$ cat config.mk
export PLATFORM = sky130hd
export DESIGN_NAME = cdc_bus_scheduler_flat
export DESIGN_NICKNAME = d
export VERILOG_FILES = /design/src/rtl/cdc_sched_pkg.sv /design/src/rtl/cdc_bus_scheduler_if.sv /design/src/rtl/cdc_bus_scheduler_rr_arbiter.sv /design/src/rtl/cdc_bus_scheduler.sv /design/src/flat_wrapper.sv
export SDC_FILE = /design/constraint.sdc
export NUM_CORES = 1
export LEC_CHECK = 0
export ABC_AREA = 1
export BUFFER_PORTS_ARGS = -buffer_cell sky130_fd_sc_hd__buf_2
export CAP_MARGIN = 20
export CORE_MARGIN = 3
export CORE_UTILIZATION = 45
export CTS_CLUSTER_DIAMETER = 80
export DETAILED_ROUTE_END_ITERATION = 10
export PLACE_DENSITY = 0.85
export SETUP_SLACK_MARGIN = 0.05
export SLEW_MARGIN = 20
export SYNTH_ARGS = -nofsm -noshare
export SYNTH_HDL_FRONTEND = slang
export SYNTH_SLANG_ARGS = --single-unit
$ cat constraint.sdc
create_clock -name CLK -period 2.7 [get_ports CLK]
set_clock_uncertainty 0.15 [all_clocks]
set_input_delay 0.405 -clock CLK [delete_from_list [all_inputs] [get_ports CLK]]
set_output_delay 0.405 -clock CLK [all_outputs]
set_load 0.02 [all_outputs]
$ cat src/rtl/cdc_sched_pkg.sv
// Shared definitions for the CDC bus scheduler slice.
// Contents:
//   sched_state_e  scheduler FSM state encoding (IDLE / HOLD / GAP)
//   clog2          ceiling log2 used for derived widths
//   tag_width      width of the requester index (tx_tag)
//   cnt_width      width of the HOLD/GAP down-counter, sized so it never wraps
package cdc_sched_pkg;

  localparam int STATE_W = 2;

  typedef enum logic [STATE_W-1:0] {
    ST_IDLE = 2'd0,
    ST_HOLD = 2'd1,
    ST_GAP  = 2'd2
  } sched_state_e;

  function automatic int clog2(input int value);
    int result;
    result = 0;
    while ((1 << result) < value) begin
      result = result + 1;
    end
    return result;
  endfunction

  // A single requester would give a zero-width tag; keep at least one bit.
  function automatic int tag_width(input int num_req);
    return (num_req < 2) ? 1 : clog2(num_req);
  endfunction

  // The counter is loaded with HOLD_CYCLES-1 or GAP_CYCLES-1, so it must hold
  // the larger of the two.
  function automatic int cnt_width(input int hold_cycles, input int gap_cycles);
    int largest;
    largest = (hold_cycles > gap_cycles) ? hold_cycles : gap_cycles;
    return (clog2(largest + 1) < 1) ? 1 : clog2(largest + 1);
  endfunction

endpackage

$ cat src/rtl/cdc_bus_scheduler_if.sv
// Requester-side bus of the CDC bus scheduler.
// Signals:
//   req         per-requester request level
//   req_data    packed requester words, word k at [k*BUS_WIDTH +: BUS_WIDTH]
//   grant       one-hot, single-cycle acceptance pulse
//   Unsync_bus  held data word presented to the synchronizer
//   tx_tag      index of the requester owning Unsync_bus
//   bus_enable  transfer qualifier presented to the synchronizer
//   busy        high while a transfer is in HOLD or GAP
// Modports:
//   master  requester side (drives req/req_data)
//   slave   scheduler side (drives grant and the synchronizer outputs)
interface cdc_bus_scheduler_if #(
  parameter int NUM_REQ   = 4,
  parameter int BUS_WIDTH = 8
);
  import cdc_sched_pkg::*;

  localparam int TAG_W = tag_width(NUM_REQ);

  logic [NUM_REQ-1:0]           req;
  logic [NUM_REQ*BUS_WIDTH-1:0] req_data;
  logic [NUM_REQ-1:0]           grant;
  logic [BUS_WIDTH-1:0]         Unsync_bus;
  logic [TAG_W-1:0]             tx_tag;
  logic                         bus_enable;
  logic                         busy;

  modport master (
    output req, req_data,
    input  grant, Unsync_bus, tx_tag, bus_enable, busy
  );

  modport slave (
    input  req, req_data,
    output grant, Unsync_bus, tx_tag, bus_enable, busy
  );

endinterface

$ cat src/rtl/cdc_bus_scheduler_rr_arbiter.sv
// Combinational round-robin picker.
// The search starts at ptr and wraps through NUM_REQ-1 back to 0; the first
// asserted request found wins. The pointer register itself lives in the caller.
// Ports:
//   req        in   per-requester request level
//   ptr        in   index where the search starts
//   win_valid  out  some request is asserted
//   win_idx    out  index of the winning requester (0 when none)
module rr_arbiter #(
  parameter int NUM_REQ = 4,
  parameter int TAG_W   = 2
) (
  input  logic [NUM_REQ-1:0] req,
  input  logic [TAG_W-1:0]   ptr,
  output logic               win_valid,
  output logic [TAG_W-1:0]   win_idx
);

  logic [TAG_W-1:0] cand_idx;

  always_comb begin
    win_valid = 1'b0;
    win_idx   = '0;
    cand_idx  = '0;
    for (int i = 0; i < NUM_REQ; i++) begin
      cand_idx = TAG_W'((int'(ptr) + i) % NUM_REQ);
      if (!win_valid && req[cand_idx]) begin
        win_valid = 1'b1;
        win_idx   = cand_idx;
      end
    end
  end

endmodule

$ cat src/rtl/cdc_bus_scheduler.sv
// Source-domain scheduler that shares one multi-flop bus synchronizer between
// NUM_REQ requesters. A round-robin winner's word and index are captured, then
// bus_enable is held high for HOLD_CYCLES and low for GAP_CYCLES while the word
// stays stable, so the destination enable synchronizer sees exactly one clean
// rising edge per transfer.
// Ports:
//   CLK  in  source clock
//   RST  in  asynchronous active-high reset
//   bus  slave side of cdc_bus_scheduler_if (req/req_data in; grant,
//        Unsync_bus, tx_tag, bus_enable, busy out, all registered)
module cdc_bus_scheduler
  import cdc_sched_pkg::*;
#(
  parameter int NUM_REQ     = 4,
  parameter int BUS_WIDTH   = 8,
  parameter int HOLD_CYCLES = 6,
  parameter int GAP_CYCLES  = 3
) (
  input  logic                  CLK,
  input  logic                  RST,
  cdc_bus_scheduler_if.slave    bus
);

  localparam int TAG_W = tag_width(NUM_REQ);
  localparam int CNT_W = cnt_width(HOLD_CYCLES, GAP_CYCLES);

  sched_state_e          state_q, state_d;
  logic [CNT_W-1:0]      cnt_q, cnt_d;
  logic [TAG_W-1:0]      ptr_q, ptr_d;
  logic [BUS_WIDTH-1:0]  bus_q, bus_d;
  logic [TAG_W-1:0]      tag_q, tag_d;
  logic [NUM_REQ-1:0]    grant_q, grant_d;
  logic                  en_q, en_d;
  logic                  busy_q, busy_d;

  logic                  win_valid;
  logic [TAG_W-1:0]      win_idx;
  logic [BUS_WIDTH-1:0]  sel_word;

  rr_arbiter #(
    .NUM_REQ (NUM_REQ),
    .TAG_W   (TAG_W)
  ) u_arb (
    .req       (bus.req),
    .ptr       (ptr_q),
    .win_valid (win_valid),
    .win_idx   (win_idx)
  );

  // Mux out the winner's word with a compare per requester rather than a
  // variable part-select, keeping the index arithmetic out of the data path.
  always_comb begin
    sel_word = '0;
    for (int k = 0; k < NUM_REQ; k++) begin
      if (win_idx == TAG_W'(k)) begin
        sel_word = bus.req_data[k*BUS_WIDTH +: BUS_WIDTH];
      end
    end
  end

  // Requests are only looked at in IDLE, so a request raised during HOLD/GAP
  // (including in the grant cycle) can never produce a second grant.
  always_comb begin
    state_d = state_q;
    cnt_d   = cnt_q;
    ptr_d   = ptr_q;
    bus_d   = bus_q;
    tag_d   = tag_q;
    grant_d = '0;
    en_d    = en_q;
    busy_d  = busy_q;

    case (state_q)
      ST_IDLE: begin
        if (win_valid) begin
          bus_d   = sel_word;
          tag_d   = win_idx;
          grant_d = NUM_REQ'(1) << win_idx;
          en_d    = 1'b1;
          busy_d  = 1'b1;
          cnt_d   = CNT_W'(HOLD_CYCLES - 1);
          ptr_d   = (win_idx == TAG_W'(NUM_REQ - 1)) ? '0 : win_idx + 1'b1;
          state_d = ST_HOLD;
        end
      end
      ST_HOLD: begin
        if (cnt_q == '0) begin
          en_d    = 1'b0;
          cnt_d   = CNT_W'(GAP_CYCLES - 1);
          state_d = ST_GAP;
        end else begin
          cnt_d = cnt_q - 1'b1;
        end
      end
      ST_GAP: begin
        if (cnt_q == '0) begin
          busy_d  = 1'b0;
          state_d = ST_IDLE;
        end else begin
          cnt_d = cnt_q - 1'b1;
        end
      end
      default: begin
        en_d    = 1'b0;
        busy_d  = 1'b0;
        state_d = ST_IDLE;
      end
    endcase
  end

  // Every output is a flop, so reset clears bus_enable immediately and a
  // transfer in flight is simply abandoned.
  always_ff @(posedge CLK or posedge RST) begin
    if (RST) begin
      state_q <= ST_IDLE;
      cnt_q   <= '0;
      ptr_q   <= '0;
      bus_q   <= '0;
      tag_q   <= '0;
      grant_q <= '0;
      en_q    <= 1'b0;
      busy_q  <= 1'b0;
    end else begin
      state_q <= state_d;
      cnt_q   <= cnt_d;
      ptr_q   <= ptr_d;
      bus_q   <= bus_d;
      tag_q   <= tag_d;
      grant_q <= grant_d;
      en_q    <= en_d;
      busy_q  <= busy_d;
    end
  end

  assign bus.grant      = grant_q;
  assign bus.Unsync_bus = bus_q;
  assign bus.tx_tag     = tag_q;
  assign bus.bus_enable = en_q;
  assign bus.busy       = busy_q;

endmodule

$ cat src/flat_wrapper.sv
// flat-port wrapper written by rule: the top's interface ports become plain ports
module cdc_bus_scheduler_flat import cdc_sched_pkg::*;
#(
  parameter int NUM_REQ     = 4,
  parameter int BUS_WIDTH   = 8,
  parameter int HOLD_CYCLES = 6,
  parameter int GAP_CYCLES  = 3
)
  (CLK, RST, bus_req, bus_req_data, bus_grant, bus_Unsync_bus, bus_tx_tag, bus_bus_enable, bus_busy);
  cdc_bus_scheduler_if #(.NUM_REQ(NUM_REQ), .BUS_WIDTH(BUS_WIDTH)) bus_i ();
  input  logic CLK;
  input  logic RST;
  input wire logic [$bits(bus_i.req)-1:0] bus_req;
  input wire logic [$bits(bus_i.req_data)-1:0] bus_req_data;
  output wire logic [$bits(bus_i.grant)-1:0] bus_grant;
  output wire logic [$bits(bus_i.Unsync_bus)-1:0] bus_Unsync_bus;
  output wire logic [$bits(bus_i.tx_tag)-1:0] bus_tx_tag;
  output wire logic [$bits(bus_i.bus_enable)-1:0] bus_bus_enable;
  output wire logic [$bits(bus_i.busy)-1:0] bus_busy;
  assign bus_i.req = bus_req;
  assign bus_i.req_data = bus_req_data;
  assign bus_grant = bus_i.grant;
  assign bus_Unsync_bus = bus_i.Unsync_bus;
  assign bus_tx_tag = bus_i.tx_tag;
  assign bus_bus_enable = bus_i.bus_enable;
  assign bus_busy = bus_i.busy;
  cdc_bus_scheduler #(.NUM_REQ(NUM_REQ), .BUS_WIDTH(BUS_WIDTH), .HOLD_CYCLES(HOLD_CYCLES), .GAP_CYCLES(GAP_CYCLES)) u_core (.CLK(CLK), .RST(RST), .bus(bus_i));
endmodule
# After elaboration in Yosys (flattened, before gate mapping)
# Index checks and enable logic that the tools add are counted.
# classes
n_eq_ne	9
magnitude_cmp	4
n_bitwise	2
muxes	35
shift	1
reduce_logical	15
add_sub_neg	5
# ops
op	count
8-bit two-way mux	4
2-bit two-way mux	8
2-bit by 3-bit < comparator with 1-bit output (second input constant)	4
3-bit AND reduction	4
1-bit two-way mux	10
3-bit two-way mux	3
3-bit case mux with 3 select lines	1
1-bit binary-select mux with 2-bit select	4
4-bit two-way mux	2
2-bit equality test (second input constant)	3
1-bit case mux with 3 select lines	2
2-bit case mux with 3 select lines	1
2-bit by 1-bit adder with 2-bit output (second input constant)	2
2-bit adder (second input constant)	2
2-bit by 1-bit equality test with 1-bit output (second input constant)	2
2-bit logical NOT	2
2-bit by 1-bit != test with 1-bit output (second input constant)	2
2-bit != test (second input constant)	2
1-bit by 2-bit << shifter with 4-bit output (first input constant)	1
1-bit logical AND	3
1-bit logical NOT	3
3-bit logical NOT	1
3-bit nonzero test	1
3-bit by 1-bit subtractor with 3-bit output (second input constant)	1
other kinds (2)	3
# totals
reg_bits	23
elab_cells	79
inputBits	38

# Longest topological paths before layout
# logic_depth
depth_word	17
ltp_mapped	22
mapped_depth_nobuf	21

# Cells and area by module
# From an unflattened synthesis, not the netlist that was laid out.
# unflattened
cells_unflattened	213
hier_area_um2	1630.3
# by_module_without_submodules
module	area_per_inst_um2	cells_per_inst	seq_area_each_um2	n_inst
cdc_bus_scheduler	1311.3	154	575.6	1
rr_arbiter	319.1	59	0.0	1

# Worst setup path after synthesis
# OpenSTA, ideal clock, no wires.
# synth_path
kind	flip-flop to flip-flop
start	register u_core.ptr_q[0]
end	register u_core.bus_q[0], in the netlist u_core.bus.Unsync_bus[0]
period_less_slack_ps	2542
slack_ps	158
arrival_time_ps	2327
path_stages_with_launch	19
cell_sequence	dfrtp_1 buf_6 inv_4 nand2_1 nand3_1 nand2_1 nor2_4 nand3_1 nand3_1 nand2_1 ha_1 clkbuf_1 nor2_1 nand2_1 nand2_1 o21ai_0 o21ai_0 nand2_1 nand2_1
# synth_via
elab_chain_cells	17
# synth_lines
item	line	rtl
from (decl)	cdc_bus_scheduler.sv:29	logic [TAG_W-1:0] ptr_q, ptr_d;
from (signal assigned)	cdc_bus_scheduler.sv:126	ptr_q <= ptr_d;
parallel branches: the longest is 17 deep, another holds 2-bit by 1-bit adder with 2-bit output	n/a	
to (signal assigned)	cdc_bus_scheduler.sv:127	bus_q <= bus_d;
to (decl)	cdc_bus_scheduler.sv:30	logic [BUS_WIDTH-1:0] bus_q, bus_d;
# Several ways; the timed one is not identified. The select of a mux whose other input is x is not followed.
# A chain may end at the register's enable or synchronous reset.

# Final worst setup path
# layout_path
start	register u_core.ptr_q[0]
end	register u_core.bus_q[7], in the netlist u_core.bus.Unsync_bus[7]
# layout_via
elab_chain_cells	17
# layout_lines
item	line	rtl
parallel branches: the longest is 11 deep, another holds 2-bit by 1-bit adder with 2-bit output	n/a	
2-bit two-way mux (*)	cdc_bus_scheduler_rr_arbiter.sv:27	if (!win_valid && req[cand_idx]) begin
via u_core.u_arb.win_idx[0]	cdc_bus_scheduler_rr_arbiter.sv:16	output logic [TAG_W-1:0] win_idx
2-bit logical NOT	cdc_bus_scheduler.sv:55	if (win_idx == TAG_W'(k)) begin
8-bit two-way mux (3 in series)	cdc_bus_scheduler.sv:55	
8-bit two-way mux (*)	cdc_bus_scheduler.sv:55	
# Mark *: on every way through the listed nets, which the timed path passes. The select of a mux whose other input is x is not followed.

==> results.md <==
- Via count of the first global-routing pass: about 1700
- Share of synthesized cell area in full adder, half adder and majority cells: roughly 7%
- Count of buffering cells on the critical path with inverters included: 3
- Clock sink total: 23
- Mux contribution to synthesized area: 0%
- RSZ-0062 raised after global routing: yes
- Cells taking the most area after synthesis: sky130_fd_sc_hd__dfrtp_1, sky130_fd_sc_hd__nand2_1, sky130_fd_sc_hd__ha_1
- Max Root-Sink Buffers: 2
- H-tree levels: 1
- Hold Violations, Final: 0
- Detail Route Antenna Nets: 0
- Fill cell instance count of the final layout: 297
- Floorplan Core Area: 3420 um^2
- Initial Utilization: 47.7%
- Max-slew violation total from the final report: 0
- Overall overflow remaining after global route: 0
- Largest family of logic cells by synthesized area: simple AND/OR/NAND/NOR gates
- Number of nets in the final layout: around 350
- Row Count: 21
- Pin slew with the least headroom to its limit: 0.855 ns
- DR DRC count: 0
- Simple-gate area share of the yosys netlist: 35.8%
- Post-Syn Instances: 240
- All-layer global routing usage: 19.5%
- Routed length per placed instance: 12.6 um
- Crit path launch type: flip-flop
- Total of endpoints with negative setup slack in the final report: 0
- Capturing element type of the critical path: flip-flop
- Initial drt markers: 152
- Antenna violations before repair: 0
- Gpl congestion: 0.904
- Quantity of I/O buffers inserted on ports: 53
- TritonCTS buffer count: 3
- Arrival time worst endpoint: 2.71 ns
- Clock slew seen by the registers of the worst setup and hold paths: 0.14 ns
- Area used by sequential logic in the layout: 577 um^2
- Final critical-path share of the clock period: 96.3%
- Count of hold buffers inserted by post-cts repair: 0
- Synthesized-area fraction occupied by xor and xnor cells: less than 1%
- First-pass GRT wire length: 6.87 mm
- Status: finished clean
- Detailed placement HPWL: 3.04 mm
- Cell family contributing the most delay on the critical path: simple AND/OR/NAND/NOR gates
- Antenna diodes: 0
- First-pass iteration count of the detailed router: 4
- Final critical path time including I/O delays and setup: 2.60 ns
- Area share of the leading cell type in the synthesized netlist: between 30 and 40%
- Dominant cell type by area after synthesis: sky130_fd_sc_hd__dfrtp_1
- Drt total wl: between 4 and 5 mm
- Die width: between 60 and 70 um
- Cell with the biggest individual delay on the critical path: sky130_fd_sc_hd__dfrtp_2
- Crit path kind: reg2reg
- CP required: 2.81 ns
- Die Y-Extent: 66.1 um
- Number of top-level design ports: 54
- P&R area growth vs syn: 34.1%
- Sequential area share after synthesis: 35.4%
- Per-instance average area after synthesis: 6.78 um^2
- CP max FO: 8
- Worst slew margin relative to its limit: 42.9%
- Number of unique standard cell types used by synthesis: 25
- Non-filler cells, final: 351
- Number of cells in the design after placement: 338
- Clock tree from TritonCTS: done
- Pin count of the biggest net entering global routing: 24
- Share of cells above drive strength 1: between 30% and 40%
- Max Freq: 0.385 GHz
- Seq cells post-synth: 23
- Synth Warn #: 0
- Area of the mapped netlist: 1630 um^2
- Vias/cell: 5.13
- Worst skew pair latency: 0.31 ns
- Syn Nets: 287
- Max-cap violations: 0
- Total area of multi-input combinational cells: 1030 um^2
- Critical path cell sequence: buf_6 > nand2_2 > nand3_1 > nand2_2 > nand2_2 > nand2_1 > nand2_2 > nand2_2 > a21oi_4 > inv_2 > ha_4 > inv_2 > nor2_4 > nand2_1 > nand2_1 > o21ai_0 > o21ai_1 > nand2_1 > nand2_1
- Number of vias after detailed routing: ~1800
- Min-Delay Path Class: in2async
- Delay of the slowest cell on the worst path: 0.48 ns
- Compound-gate portion of the synthesized area: 12.5%
- Root buffer cell: sky130_fd_sc_hd__clkbuf_4
- DIE AREA: 4380 um^2
==> repair_timing <==
action | in CTS | in global routing
resized for setup | 9 | 40
buffers inserted | 3 | 6
pin swaps | 0 | 14
setup endpoints to repair | 8 | 8
==> sequential cells by signal, indices dropped and copies added (netlist names) <==
register,flops
u_core.bus.Unsync_bus,8
u_core.bus.grant,4
u_core.cnt_q,3
u_core.bus.tx_tag,2
u_core.ptr_q,2
u_core.state_q,2
u_core.bus.bus_enable,1
u_core.bus.busy,1
==> area by class of cell <==
type | count | area share, %
clock buffer | 3 | 1.03
clock inverter | 1 | 0.229
inverter | 26 | 4.59
multi-input combinational | 184 | 47.4
sequential | 23 | 26.4
tap | 46 | 2.64
timing repair buffer | 68 | 17.7
==> per-stage QoR <==
stage	worst slack, ns	hold WS, ns	setup TNS [ns]	utilization (%)	instance area (um^2)
final	0.0997	0.0921	0	63.9	2180
after global routing	-0.0970	0.163	-0.465	63.9	2180
after CTS	0.0534	0.130	0	59.0	2020
after detailed placement	-0.162	0.309	-0.721	57.1	1950
after global placement	-0.0738	0.301	-0.318	57.1	1950
after floorplan	0.158	0.257	0	-	1630
==> worst paths after layout <==
path	start	endpoint	slack, ns	depth (start not counted)
setup / recovery	u_core.ptr_q[0]	u_core.bus.Unsync_bus[7]	0.1	19
hold / removal	RST	u_core.cnt_q[1]	0.09	2
setup reg to reg	u_core.ptr_q[0]	u_core.bus.Unsync_bus[7]	0.1	19
hold reg to reg	u_core.cnt_q[1]	u_core.cnt_q[1]	0.34	2
max in group asynchronous	RST	u_core.ptr_q[0]	1.73	2
min in group CLK	bus_req_data[27]	u_core.bus.Unsync_bus[3]	0.24	5
==> per-layer routing <==
| metal | vias up | part of all wire [%] | track usage [%] |
|---|---|---|---|
| li1 | 887 | - | - |
| met1 | 838 | 42 | 23.9 |
| met2 | 64 | 50 | 35.4 |
| met3 | 10 | 5.2 | 1.70 |
| met4 | 0 | 2.1 | 6.85 |
| met5 | - | 0 | 0 |
==> logic make-up after synthesis <==
group | Yosys count
compound gates | 39
simple gates | 135
flops | 23
buf+inv | 33
xor+xnor | 1
fa+ha+maj | 9
==> placed cells by master, fill, tap and decap left out, types with 2 or more instances in the layout <==
cell / netlist / final
sky130_fd_sc_hd__ha_4: 0 / 3
sky130_fd_sc_hd__nand2_1: 102 / 91
sky130_fd_sc_hd__dfrtp_1: 23 / 22
sky130_fd_sc_hd__nand3_2: 2 / 6
sky130_fd_sc_hd__nand2_4: 1 / 2
sky130_fd_sc_hd__buf_2: 0 / 53
sky130_fd_sc_hd__clkbuf_4: 0 / 3
sky130_fd_sc_hd__inv_1: 24 / 18
sky130_fd_sc_hd__buf_6: 2 / 2
sky130_fd_sc_hd__o21ai_1: 1 / 8
sky130_fd_sc_hd__nand2_2: 3 / 13
sky130_fd_sc_hd__o21ai_2: 2 / 2
sky130_fd_sc_hd__inv_2: 1 / 7
sky130_fd_sc_hd__nor2_1: 7 / 6
sky130_fd_sc_hd__a21oi_1: 15 / 14
sky130_fd_sc_hd__o21ai_0: 21 / 13
sky130_fd_sc_hd__nand3_1: 14 / 10
sky130_fd_sc_hd__nor2_4: 1 / 3
sky130_fd_sc_hd__ha_1: 9 / 5
sky130_fd_sc_hd__buf_4: 1 / 13
==> synth_stat cells <==
| cell type | number |
|---|---|
| sky130_fd_sc_hd__nand2_2 | 3 |
| sky130_fd_sc_hd__nor3_1 | 1 |
| sky130_fd_sc_hd__o21ai_1 | 1 |
| sky130_fd_sc_hd__buf_4 | 1 |
| sky130_fd_sc_hd__o21ai_2 | 2 |
| sky130_fd_sc_hd__nand3_1 | 14 |
| sky130_fd_sc_hd__xnor2_1 | 1 |
| sky130_fd_sc_hd__nand2_4 | 1 |
| sky130_fd_sc_hd__nand3_2 | 2 |
| sky130_fd_sc_hd__nor2_2 | 1 |
| sky130_fd_sc_hd__nand3_4 | 1 |
| sky130_fd_sc_hd__nor2_1 | 7 |
| sky130_fd_sc_hd__dfrtp_1 | 23 |
| sky130_fd_sc_hd__nand2_1 | 102 |
| sky130_fd_sc_hd__a21oi_1 | 15 |
| sky130_fd_sc_hd__inv_4 | 1 |
| sky130_fd_sc_hd__inv_1 | 24 |
| sky130_fd_sc_hd__nand4_1 | 1 |
| sky130_fd_sc_hd__ha_1 | 9 |
| sky130_fd_sc_hd__inv_2 | 1 |
| sky130_fd_sc_hd__clkbuf_1 | 4 |
| sky130_fd_sc_hd__o21ai_0 | 21 |
| sky130_fd_sc_hd__nor2_4 | 1 |
| sky130_fd_sc_hd__nor3b_1 | 1 |
| sky130_fd_sc_hd__buf_6 | 2 |
Power is not shown: default switching activity piles up to over one toggle a cycle in this logic, so the estimate is an artifact.
